===== config.mk =====
export PLATFORM = sky130hd
export DESIGN_NAME = farrow_phase_accumulator
export DESIGN_NICKNAME = d
export VERILOG_FILES = /design/src/rtl/farrow_pkg.sv /design/src/rtl/farrow_phase_step.sv /design/src/rtl/farrow_phase_accumulator.sv
export SDC_FILE = /design/constraint.sdc
export NUM_CORES = 1
export LEC_CHECK = 0
export CORE_ASPECT_RATIO = 1.1
export CORE_MARGIN = 2
export CORE_UTILIZATION = 44
export CTS_CLUSTER_SIZE = 25
export DETAILED_ROUTE_END_ITERATION = 16
export SYNTH_ARGS = -nofsm -noshare
export SYNTH_HDL_FRONTEND = slang
export SYNTH_HIERARCHICAL = 1
export SYNTH_SLANG_ARGS = --single-unit

===== constraint.sdc =====
create_clock -name clk -period 4.4 [get_ports clk]
set_input_delay 0.88 -clock clk [delete_from_list [all_inputs] [get_ports clk]]
set_output_delay 0.88 -clock clk [all_outputs]
set_load 0.005 [all_outputs]

===== src/rtl/farrow_pkg.sv =====
// Shared helpers for the Farrow phase accumulator: width calculations and
// the output beat layout at the default configuration.
package farrow_pkg;

    localparam int FRAC_BITS_DEF = 16;
    localparam int INT_BITS_DEF  = 2;
    localparam int NUM_CH_DEF    = 4;

    // Channel pointer width; a single channel still needs one bit.
    function automatic int ch_width(input int num_ch);
        return (num_ch > 1) ? $clog2(num_ch) : 1;
    endfunction

    // Width of an INT_BITS.FRAC_BITS unsigned step.
    function automatic int step_width(input int int_bits, input int frac_bits);
        return int_bits + frac_bits;
    endfunction

    localparam int CH_W_DEF = ch_width(NUM_CH_DEF);

    // Beat presented to the polynomial evaluator (default widths).
    typedef struct packed {
        logic [CH_W_DEF-1:0]      ch;
        logic [FRAC_BITS_DEF-1:0] mu;
        logic [INT_BITS_DEF:0]    adv;
    } farrow_beat_t;

endpackage


===== src/rtl/farrow_phase_step.sv =====
// Combinational phase advance: adds an INT.FRAC step to a pure fraction and
// splits the result into the wrapped fraction and the integer sample advance.
module farrow_phase_step #(
    parameter int FRAC_BITS = 16,
    parameter int INT_BITS  = 2
) (
    input  logic [FRAC_BITS-1:0]          acc,
    input  logic [INT_BITS+FRAC_BITS-1:0] step,
    output logic [FRAC_BITS-1:0]          frac_next,
    output logic [INT_BITS:0]             adv
);

    localparam int STEP_W = INT_BITS + FRAC_BITS;

    // One extra bit so acc=max and step=max still fits (advance 2^INT_BITS).
    logic [STEP_W:0] sum;

    assign sum       = {1'b0, step} + {{(INT_BITS + 1){1'b0}}, acc};
    assign frac_next = sum[FRAC_BITS-1:0];
    assign adv       = sum[STEP_W:FRAC_BITS];

endmodule


===== src/rtl/farrow_phase_accumulator.sv =====
// Multi-channel fractional phase accumulator feeding the Farrow evaluator.
// Channels are serviced round-robin; each beat carries the channel, the
// interpolation fraction mu and the number of input samples to consume.
module farrow_phase_accumulator
    import farrow_pkg::*;
#(
    parameter int FRAC_BITS = 16,
    parameter int INT_BITS  = 2,
    parameter int NUM_CH    = 4,
    parameter logic [INT_BITS+FRAC_BITS-1:0] STEP_DEFAULT = '0,
    parameter logic [FRAC_BITS-1:0]          PHASE_INIT   = '0,
    localparam int STEP_W = step_width(INT_BITS, FRAC_BITS),
    localparam int CH_W   = ch_width(NUM_CH)
) (
    input  logic                 clk,
    input  logic                 rst,
    input  logic                 en,
    input  logic                 step_we,
    input  logic [CH_W-1:0]      step_ch,
    input  logic [STEP_W-1:0]    step_val,
    input  logic                 phase_sync,
    output logic                 out_valid,
    input  logic                 out_ready,
    output logic [CH_W-1:0]      out_ch,
    output logic [FRAC_BITS-1:0] mu,
    output logic [INT_BITS:0]    adv
);

    typedef struct packed {
        logic [CH_W-1:0]      ch;
        logic [FRAC_BITS-1:0] mu;
        logic [INT_BITS:0]    adv;
    } beat_t;

    beat_t                beat_reg;
    logic                 out_valid_reg;
    logic [CH_W-1:0]      ch_reg;
    logic [CH_W-1:0]      ch_next;
    logic [FRAC_BITS-1:0] acc_reg  [NUM_CH];
    logic [STEP_W-1:0]    step_reg [NUM_CH];
    logic [FRAC_BITS-1:0] cur_acc;
    logic [STEP_W-1:0]    cur_step;
    logic [FRAC_BITS-1:0] frac_next;
    logic [INT_BITS:0]    adv_next;
    logic [NUM_CH-1:0]    ch_sel;
    logic [NUM_CH-1:0]    step_wr_sel;
    logic                 load;

    // A new beat is produced whenever the output slot is empty or being drained.
    assign load = en && (!out_valid_reg || out_ready);

    // Per-channel decode of the active pointer and of the step write target;
    // a target outside 0..NUM_CH-1 matches nothing and is dropped.
    for (genvar gi = 0; gi < NUM_CH; gi++) begin : g_ch_dec
        assign ch_sel[gi]      = (ch_reg == CH_W'(gi));
        assign step_wr_sel[gi] = step_we && (step_ch == CH_W'(gi));
    end

    // Select the phase and step of the channel being serviced.
    always_comb begin
        cur_acc  = '0;
        cur_step = '0;
        for (int i = 0; i < NUM_CH; i++) begin
            if (ch_sel[i]) begin
                cur_acc  = acc_reg[i];
                cur_step = step_reg[i];
            end
        end
    end

    assign ch_next = (ch_reg == CH_W'(NUM_CH - 1)) ? '0 : ch_reg + 1'b1;

    farrow_phase_step #(
        .FRAC_BITS (FRAC_BITS),
        .INT_BITS  (INT_BITS)
    ) u_step (
        .acc       (cur_acc),
        .step      (cur_step),
        .frac_next (frac_next),
        .adv       (adv_next)
    );

    // Step registers; a write colliding with a load lands after the beat uses the old value.
    always_ff @(posedge clk) begin
        for (int i = 0; i < NUM_CH; i++) begin
            if (rst) begin
                step_reg[i] <= STEP_DEFAULT;
            end else if (step_wr_sel[i]) begin
                step_reg[i] <= step_val;
            end
        end
    end

    // Phase registers: sync reloads every channel, a load advances only the active one.
    always_ff @(posedge clk) begin
        for (int i = 0; i < NUM_CH; i++) begin
            if (rst) begin
                acc_reg[i] <= '0;
            end else if (phase_sync) begin
                acc_reg[i] <= PHASE_INIT;
            end else if (load && ch_sel[i]) begin
                acc_reg[i] <= frac_next;
            end
        end
    end

    // Channel pointer and output beat register with valid/ready handshake.
    always_ff @(posedge clk) begin
        if (rst) begin
            ch_reg        <= '0;
            beat_reg      <= '0;
            out_valid_reg <= 1'b0;
        end else if (phase_sync) begin
            ch_reg        <= '0;
            out_valid_reg <= 1'b0;
        end else if (load) begin
            ch_reg        <= ch_next;
            beat_reg.ch   <= ch_reg;
            beat_reg.mu   <= cur_acc;
            beat_reg.adv  <= adv_next;
            out_valid_reg <= 1'b1;
        end else if (out_valid_reg && out_ready) begin
            out_valid_reg <= 1'b0;
        end
    end

    assign out_valid = out_valid_reg;
    assign out_ch    = beat_reg.ch;
    assign mu        = beat_reg.mu;
    assign adv       = beat_reg.adv;

endmodule


Yosys cells after proc, flatten, opt, wreduce, memory -nomap -nowiden

Memories as Yosys holds them, arrays and structs flattened.
Index checks and enable logic that the tools add are counted.

Bits in registers: 24
Latch bits: 0
RAM bits: 136
Memory bits (read-only): 0
Input port bits: 26
Logic and storage cells: 101
Memories kept: 2

Add/subtract/negate cells: 2
$mul: 0
Div/mod/pow operators: 0
Order comparisons: 0
Equal/unequal tests: 6
Shifts and indexed selects: 0
Multiplexer cells: 56
Bitwise gates (word level): 13
Reduce and logical (&&, ||, !) cells: 17

Memory list:

| memory   | depth | bits a word | rd ports | clocked after memory_dff | wr ports | line                           | source |
|---|---|---|---|---|---|---|---|
| step_reg | 4     | 18          | 4        | 0                        | 4        | farrow_phase_accumulator.sv:40 | `logic [STEP_W-1:0] step_reg [NUM_CH];` |
| acc_reg  | 4     | 16          | 4        | 0                        | 4        | farrow_phase_accumulator.sv:39 | `logic [FRAC_BITS-1:0] acc_reg [NUM_CH];` |

Operator list:

| operator            | number |
|---|---|
| $mux 16             | 12 |
| $mux 18             | 8 |
| $mux 1              | 35 |
| $add 18x16->19      | 1 |
| $or 1x1->1          | 12 |
| $logic_and 1x1->1   | 10 |
| $eq 2x2->1 const B  | 4 |
| $eq 2x1->1 const B  | 2 |
| $logic_not 2->1     | 2 |
| $add 2x1->2 const B | 1 |
| $mux 2              | 1 |
| $reduce_and 2->1    | 1 |
| $reduce_bool 2->1   | 1 |
| $reduce_or 2->1     | 1 |
| $logic_not 1->1     | 1 |
| $logic_or 1x1->1    | 1 |
| $not 1->1           | 1 |

Longest topological paths before layout

Gate-level depths: netlist of run 1.

Word-level depth: 9
Gate-level depth with buffers: 19

Modules after synthesis

Netlist of run 1, hierarchy kept.

By module, submodules not included:

| module                   | instances | cells an instance | area an instance (µm²) |
|---|---|---|---|
| farrow_phase_accumulator | 1         | 554               | 6965.4 |
| farrow_phase_step        | 1         | 123               | 873.3 |

Worst setup path after synthesis of run 1

Ideal clock, no wire load.

Path kind: register to register
Start: register ch_reg[0]
End: memory acc_reg[0][12], data pin
Setup time: 0.255 ns
Arrival time: 3.315 ns
Required time: 4.145 ns
Setup slack: 0.829 ns
Cell stages (with the launch flop): 18
Buffers on the path: 2
Period minus slack after synthesis: 3.571 ns
Path through: dfxtp_1 -> inv_1 -> ha_1 -> or2_2 -> clkbuf_1 -> clkbuf_1 -> a221oi_1 -> nor2_1 -> ha_1 -> inv_1 -> fa_1 -> nor2b_1 -> o31ai_1 -> a21oi_1 -> a21oi_1 -> nor3_1 -> a211o_1 -> and3_1

RTL lines:

| element                  | line                            | source |
|---|---|---|
| start: declaration       | farrow_phase_accumulator.sv:37  | `logic [CH_W-1:0] ch_reg;` |
| start signal: assignment | farrow_phase_accumulator.sv:117 | `ch_reg <= ch_next;` |
| end: declaration         | farrow_phase_accumulator.sv:39  |  |

Worst setup path in the final report of run 1

Start: register ch_reg[1]
End: register adv[0] (netlist name)

Word-level cells in the longest chain between the ends: 6

Ends and longest elaborated chain:

| element               | line                           | source |
|---|---|---|
| $logic_not 2->1       | farrow_phase_accumulator.sv:55 | `assign ch_sel[gi] = (ch_reg == CH_W'(gi));` |
| $mux 18 (3 in series) | farrow_phase_accumulator.sv:64 | `if (ch_sel[i]) begin` |
| $mux 18 (*)           | farrow_phase_accumulator.sv:64 |  |
| named net cur_step[0] | farrow_phase_accumulator.sv:42 | `logic [STEP_W-1:0] cur_step;` |
| $add 18x16->19 (*)    | farrow_phase_step.sv:18        | `assign sum = {1'b0, step} + {{(INT_BITS + 1){1'b0}}, acc};` |
| named net adv_next[0] | farrow_phase_accumulator.sv:44 | `logic [INT_BITS:0] adv_next;` |

Mark *: on every way through the listed nets, which the timed path passes. The rest lies on a longest branch.
A chain may end at the register's enable or synchronous reset.

==> flow_metrics.env, run 1 <==
export IMPL_cts_buffers=17
export IMPL_r2r_slack_ns=0.19
export IMPL_postCtsResizedCells=0
export IMPL_post_route_period_util_pct=95.7
export IMPL_crit_fanout=9
export IMPL_cp_start_kind="register"
export IMPL_power_frac_clock_pct=40.7
export IMPL_initial_core_util_pct=44.5
export IMPL_n_fill_cell=1560
export IMPL_hold_ws_ns=0.460
export IMPL_final_max_slew_viol_count=0
export IMPL_crit_reg2reg_launch="ch_reg[1]$_SDFFE_PP0N_"
export IMPL_drt_first_pass_iters=4
export IMPL_startpoint="ch_reg[1]$_SDFFE_PP0N_"
export IMPL_switching_power_w=0.000950
export IMPL_worstSkewPairLatency_ns=0.43
export IMPL_cts_tree="done"
export IMPL_syn_avg_cell_area_um2=11.6
export IMPL_finalHoldViolations=0
export IMPL_p_comb_share_pct=13.2
export IMPL_grt_overflow_total=0
export IMPL_drive_above_1_share_pct=8.38
export IMPL_fin_crit_ns=4.21
export IMPL_fmax_mhz=237
export IMPL_remaining_drc_errors=0
export IMPL_cp_cell_sequence="inv_1 > ha_1 > nor2b_2 > a221oi_1 > o31ai_1 > ha_1 > inv_1 > fa_1 > nor2b_1 > o31ai_1 > a21oi_1 > a31oi_1 > o31ai_1 > nand4_1 > a21oi_1"
export IMPL_worstSetupPathType="register to register"
export IMPL_first_iter_violations=362
export IMPL_synthFlopType="edfxtp_1"
export IMPL_swShare_pct=24.8
export IMPL_required_ns=4.76
export IMPL_synth_top_area_share_pct=52.1
export IMPL_antenna_left=0
export IMPL_synth_seq_cells=160
export IMPL_syn_inst=677
export IMPL_worst_endpoint_arrival_ns=4.57
export IMPL_grt_max_degree=66
export IMPL_cts_htree_levels=4
export IMPL_setup_tns_ns=0
export IMPL_netlist_area_um2=7840
export IMPL_grtUsageTotal_pct=21.2
export IMPL_setup_viol=0
export IMPL_worstMarginPinSlew_ns=0.903
export IMPL_peakVddDrop_mv=0.281
export IMPL_multi_input_area_um2=2970
export IMPL_ys_seq_area_share_pct=58.2
export IMPL_cts_max_path_buffers=2
export IMPL_viasPerCell=5.76
export IMPL_die_w_um=131
export IMPL_grt_pass1_vias=5400
export IMPL_rsz0062_at_grt="false"
export IMPL_slowest_stage="o31ai_1"
export IMPL_root_buffer="clkbuf_16"
export IMPL_synth_nets=724
export IMPL_drv_cap=0
export IMPL_crit_top_cell="o31ai_1"
export IMPL_largest_reg_flops=72
export IMPL_reg2reg_depth=15
export IMPL_dieArea_um2=18900
export IMPL_dp_hpwl_um=12100
export IMPL_die_h_um=144
export IMPL_area_delta_synth_final_pct=17.6
export IMPL_wirelength_um=19500
export IMPL_synth_edf_count=136
export IMPL_cp_endpoint="adv[0]$_SDFFE_PP0P_"
export IMPL_antenna_found_initial=0
export IMPL_post_cts_buffers=0
export IMPL_row_count=51
export IMPL_hold_start="mu[1]$_SDFFE_PP0P_"
export IMPL_wl_per_cell_um=20.2
export IMPL_ys_types=47
export IMPL_yosys_area_top_type="edfxtp_1"
export IMPL_hp_class="register to register"
export IMPL_leakage_nw=3.58
export IMPL_synth_area_leaders="edfxtp_1, dfxtp_1, and2_1, and3_1, a221oi_1"
export IMPL_relSlewSlack_pct=39.8
export IMPL_slowest_delay_ns=0.50
export IMPL_layout_commonest_cell="edfxtp_1"
export IMPL_power_w=0.00382
export IMPL_layout_common_cells="edfxtp_1, and2_1, and3_1, clkdlybuf4s50_1, a221oi_1"
export IMPL_vias=5560
export IMPL_n_antenna_cell=0
export IMPL_layout_area_seq_um2=4560
export IMPL_ioPinCount=48
export IMPL_grt_pass1_wl_um=30400
export IMPL_ys_async_sr_fraction_pct=0
export IMPL_cts_sinks=160
export IMPL_gp_congestion=0.987
export IMPL_intPower_w=0.00287
export IMPL_hold_buffers=0
export IMPL_fin_nets=762
export IMPL_yosys_warnings=6
export IMPL_path_clk_slew_ns=0.06
export IMPL_crit_reg2reg_capture="adv[0]$_SDFFE_PP0P_"
export IMPL_end_kind="register"
export IMPL_coreArea_um2=17600
export IMPL_cellPowerDensity_nw_per_um2=415
export IMPL_p_seq_share_pct=46.1
export IMPL_port_buffers=47
export IMPL_fin_worst_skew_ns=0.00563
export IMPL_status="finished, final reports clean"
==> layer usage <==
| metal | GRT usage, % | vias to the layer above | routed length, um |
|---|---|---|---|
| li1 | - | 2630 | - |
| met1 | 26.6 | 2754 | 8410 |
| met2 | 37.4 | 153 | 9720 |
| met3 | 4.10 | 23 | 1030 |
| met4 | 6.98 | 0 | 344 |
| met5 | 0 | - | 0 |
==> kinds of logic (layout without fill, tap and decap cells) <==
group,count (synthesis),in the layout,share of synthesized area [%]
fa+ha+maj,21,21,3.45
simple gates,248,248,18.1
buf+inv,79,130,4.13
compound gates,157,157,14.7
xor+xnor,12,12,1.34
flops,160,160,58.2
==> cell type report <==
class | instances | area share, %
multi-input cells | 438 | 32.2
flip-flops and latches | 160 | 49.5
clock buffers | 19 | 4.70
inverters | 29 | 1.18
well taps | 238 | 3.23
repair buffers | 69 | 7.17
clock inverters | 13 | 2.02
==> synthesized netlist by cell type (5+ instances only) <==
cell,count
ha_1,20
o22ai_1,17
inv_1,29
edfxtp_1,136
nand4_1,8
and3_1,65
nor2b_1,21
nor2_1,29
o21ai_0,9
nor3_1,5
a21oi_1,21
nand2b_1,7
a21o_1,7
nand2_1,28
clkbuf_1,40
a221oi_1,34
o21bai_1,6
o31ai_1,28
xnor2_1,7
xor2_1,5
dfxtp_1,24
and2_1,73
buf_2,6
o32ai_1,15
==> worst max-delay path: cells and delay by family, from the launching register on <==
family,cells,cell delay [ns]
fa+ha+maj,3,0.91
compound gates,7,1.94
simple gates,3,0.77
flops,1,0.40
buf+inv,2,0.14
==> metrics by stage <==
| stage | util [%] | worst slack, ns | instances | cell area, um^2 |
|---|---|---|---|---|
| final | 52.3 | 0.189 | 966 | 9220 |
| after global routing | 52.3 | 0.0547 | 966 | 9220 |
| after CTS | 52.3 | 0.223 | 966 | 9210 |
| after global placement | 48.8 | 0.264 | 934 | 8590 |
| after floorplan | - | 0.829 | 677 | 7840 |
| after detailed placement | 48.8 | 0.231 | 934 | 8590 |
==> power groups by stage <==
stage	Combinational [W]	Sequential (W)	Clock, W
2_1_floorplan	0.000323	0.00179	0
3_3_place_gp	0.000494	0.00179	0
3_5_place_dp	0.000499	0.00180	0
4_1_cts	0.000501	0.00177	0.00157
5_1_grt	0.000553	0.00177	0.00164
6_report	0.000503	0.00176	0.00156
==> how the worst min path moves through the flow <==
stage	to	slack, ns	depth (start not counted)
detailed placement	mu[6]$_SDFFE_PP0P_	0.45	2
floorplan	mu[14]$_SDFFE_PP0P_	0.44	2
global route	mu[2]$_SDFFE_PP0P_	0.48	2
global placement	mu[1]$_SDFFE_PP0P_	0.44	2
CTS	mu[6]$_SDFFE_PP0P_	0.46	2
finish	mu[1]$_SDFFE_PP0P_	0.46	2
(Power assumes the default switching activity.)
==> run 2, diff against run 1 <==
Clock period 4.4 ns to 4.7 ns, I/O delays scaled along.
==> flow_metrics.env, run 2 (synthesis results as in run 1) <==
export IMPL_setup_viol=0
export IMPL_n_fill_cell=1581
export IMPL_cts_htree_levels=4
export IMPL_worst_endpoint_arrival_ns=4.35
export IMPL_die_w_um=131
export IMPL_multi_input_area_um2=2960
export IMPL_cts_tree="done"
export IMPL_end_kind="register"
export IMPL_worstMarginPinSlew_ns=0.922
export IMPL_postCtsResizedCells=0
export IMPL_initial_core_util_pct=44.5
export IMPL_rsz0062_at_grt="false"
export IMPL_cellPowerDensity_nw_per_um2=379
export IMPL_finalHoldViolations=0
export IMPL_row_count=51
export IMPL_whs_path_depth=2
export IMPL_crit_fanout=9
export IMPL_place_inst=930
export IMPL_drt_first_pass_iters=5
export IMPL_drv_cap=0
export IMPL_coreArea_um2=17600
export IMPL_fin_crit_ns=4.16
export IMPL_final_util_pct=51.7
export IMPL_required_ns=4.89
export IMPL_relSlewSlack_pct=38.5
export IMPL_port_buffers=47
export IMPL_power_w=0.00345
export IMPL_fin_nets=758
export IMPL_wirelength_um=19500
export IMPL_final_max_slew_viol_count=0
export IMPL_layout_common_cells="edfxtp_1, and2_1, and3_1, clkdlybuf4s50_1, a221oi_1"
export IMPL_hp_class="register to register"
export IMPL_setup_tns_ns=0
export IMPL_vias=5603
export IMPL_worstSetupPathType="register to register"
export IMPL_r2r_slack_ns=0.54
export IMPL_area_delta_synth_final_pct=16.2
export IMPL_antenna_found_initial=0
export IMPL_dp_hpwl_um=12100
export IMPL_grt_pass1_wl_um=30400
export IMPL_cts_buffers=17
export IMPL_first_iter_violations=576
export IMPL_hold_buffers=0
export IMPL_grt_pass1_vias=5629
export IMPL_grt_max_degree=66
export IMPL_drive_above_1_share_pct=7.32
export IMPL_fmax_mhz=240
export IMPL_post_route_period_util_pct=88.6
export IMPL_die_h_um=144
export IMPL_root_buffer="clkbuf_16"
export IMPL_n_antenna_cell=0
export IMPL_largest_reg_flops=72
export IMPL_grtUsageTotal_pct=21.2
export IMPL_antenna_left=0
export IMPL_fin_cells=962
export IMPL_viasPerCell=5.82
export IMPL_path_clk_slew_ns=0.06
export IMPL_fin_worst_skew_ns=0.0103
export IMPL_wl_per_cell_um=20.2
export IMPL_reg2reg_depth=14
export IMPL_dieArea_um2=18900
export IMPL_worstSkewPairLatency_ns=0.44
export IMPL_ioPinCount=48
export IMPL_remaining_drc_errors=0
export IMPL_post_cts_buffers=0
export IMPL_gp_congestion=0.862
export IMPL_grt_overflow_total=0
export IMPL_cts_max_path_buffers=2
export IMPL_peakVddDrop_mv=0.258
export IMPL_layout_commonest_cell="edfxtp_1"
export IMPL_cts_sinks=160
export IMPL_layout_area_seq_um2=4560
export IMPL_cp_start_kind="register"
export IMPL_status="finished, final reports clean"
export IMPL_leakage_nw=3.53
## run 2: changes by cell type in the layout (fill, tap and decap cells not counted)
cell	delta
clkinvlp_4	-1
buf_4	-3
o31ai_2	-1
bufinv_16	-2
inv_6	-2
o31ai_1	+1
buf_12	-1
clkinv_2	+2
clkinv_1	+2
clkbuf_1	+1
## run 2: worst max-delay path, cell delays in order, from the launching register on
cell and delay (ns):
dfxtp_1 0.41, inv_1 0.09, ha_1 0.24, nor2b_2 0.24
buf_4 0.23, a221oi_1 0.09, o31ai_1 0.48, ha_1 0.38
nor2b_1 0.17, o31ai_1 0.42, a21oi_1 0.24, a21oi_1 0.33
nor3_1 0.09, a211o_1 0.32, and3_1 0.18
## run 2: final cells by class
type / instances / area share (%)
multi-input cells: 438 / 32.5
repair buffers: 65 / 6.79
flip-flops and latches: 160 / 50.1
clock inverters: 12 / 1.31
well taps: 238 / 3.27
clock buffers: 20 / 4.80
inverters: 29 / 1.20
## run 2: final timing paths
check | endpoint | from
max | acc_reg[1][12]$_SDFFCE_PN0P_ | ch_reg[1]$_SDFFE_PP0N_
min | mu[5]$_SDFFE_PP0P_ | mu[5]$_SDFFE_PP0P_
max reg2reg | acc_reg[1][12]$_SDFFCE_PN0P_ | ch_reg[1]$_SDFFE_PP0N_
min reg2reg | mu[5]$_SDFFE_PP0P_ | mu[5]$_SDFFE_PP0P_
## run 2: where the power goes
part	leakage [nW]	internal, W	switching (W)
logic	1.64	0.000170	0.000300
clock network	0.266	0.000773	0.000553
registers	1.62	0.00163	0.0000266
total	3.53	0.00257	0.000880
## run 2: per-stage QoR
step                      instance area (um^2)  hold slack (ns)  setup slack [ns]
after floorplan                           7840            0.440              1.13
after global placement                    8550            0.448             0.718
after detailed placement                  8550            0.451             0.592
after CTS                                 9100            0.461             0.605
after global routing                      9100            0.473             0.198
final                                     9100            0.462             0.536
## run 2: per-layer routing
metal / vias to the layer above / part of all wire [%] / GRT usage [%]
li1: 2618 / - / -
met1: 2760 / 43 / 26.4
met2: 196 / 50 / 37.0
met3: 29 / 4.7 / 3.72
met4: 0 / 2.1 / 8.52
met5: - / 0 / 0
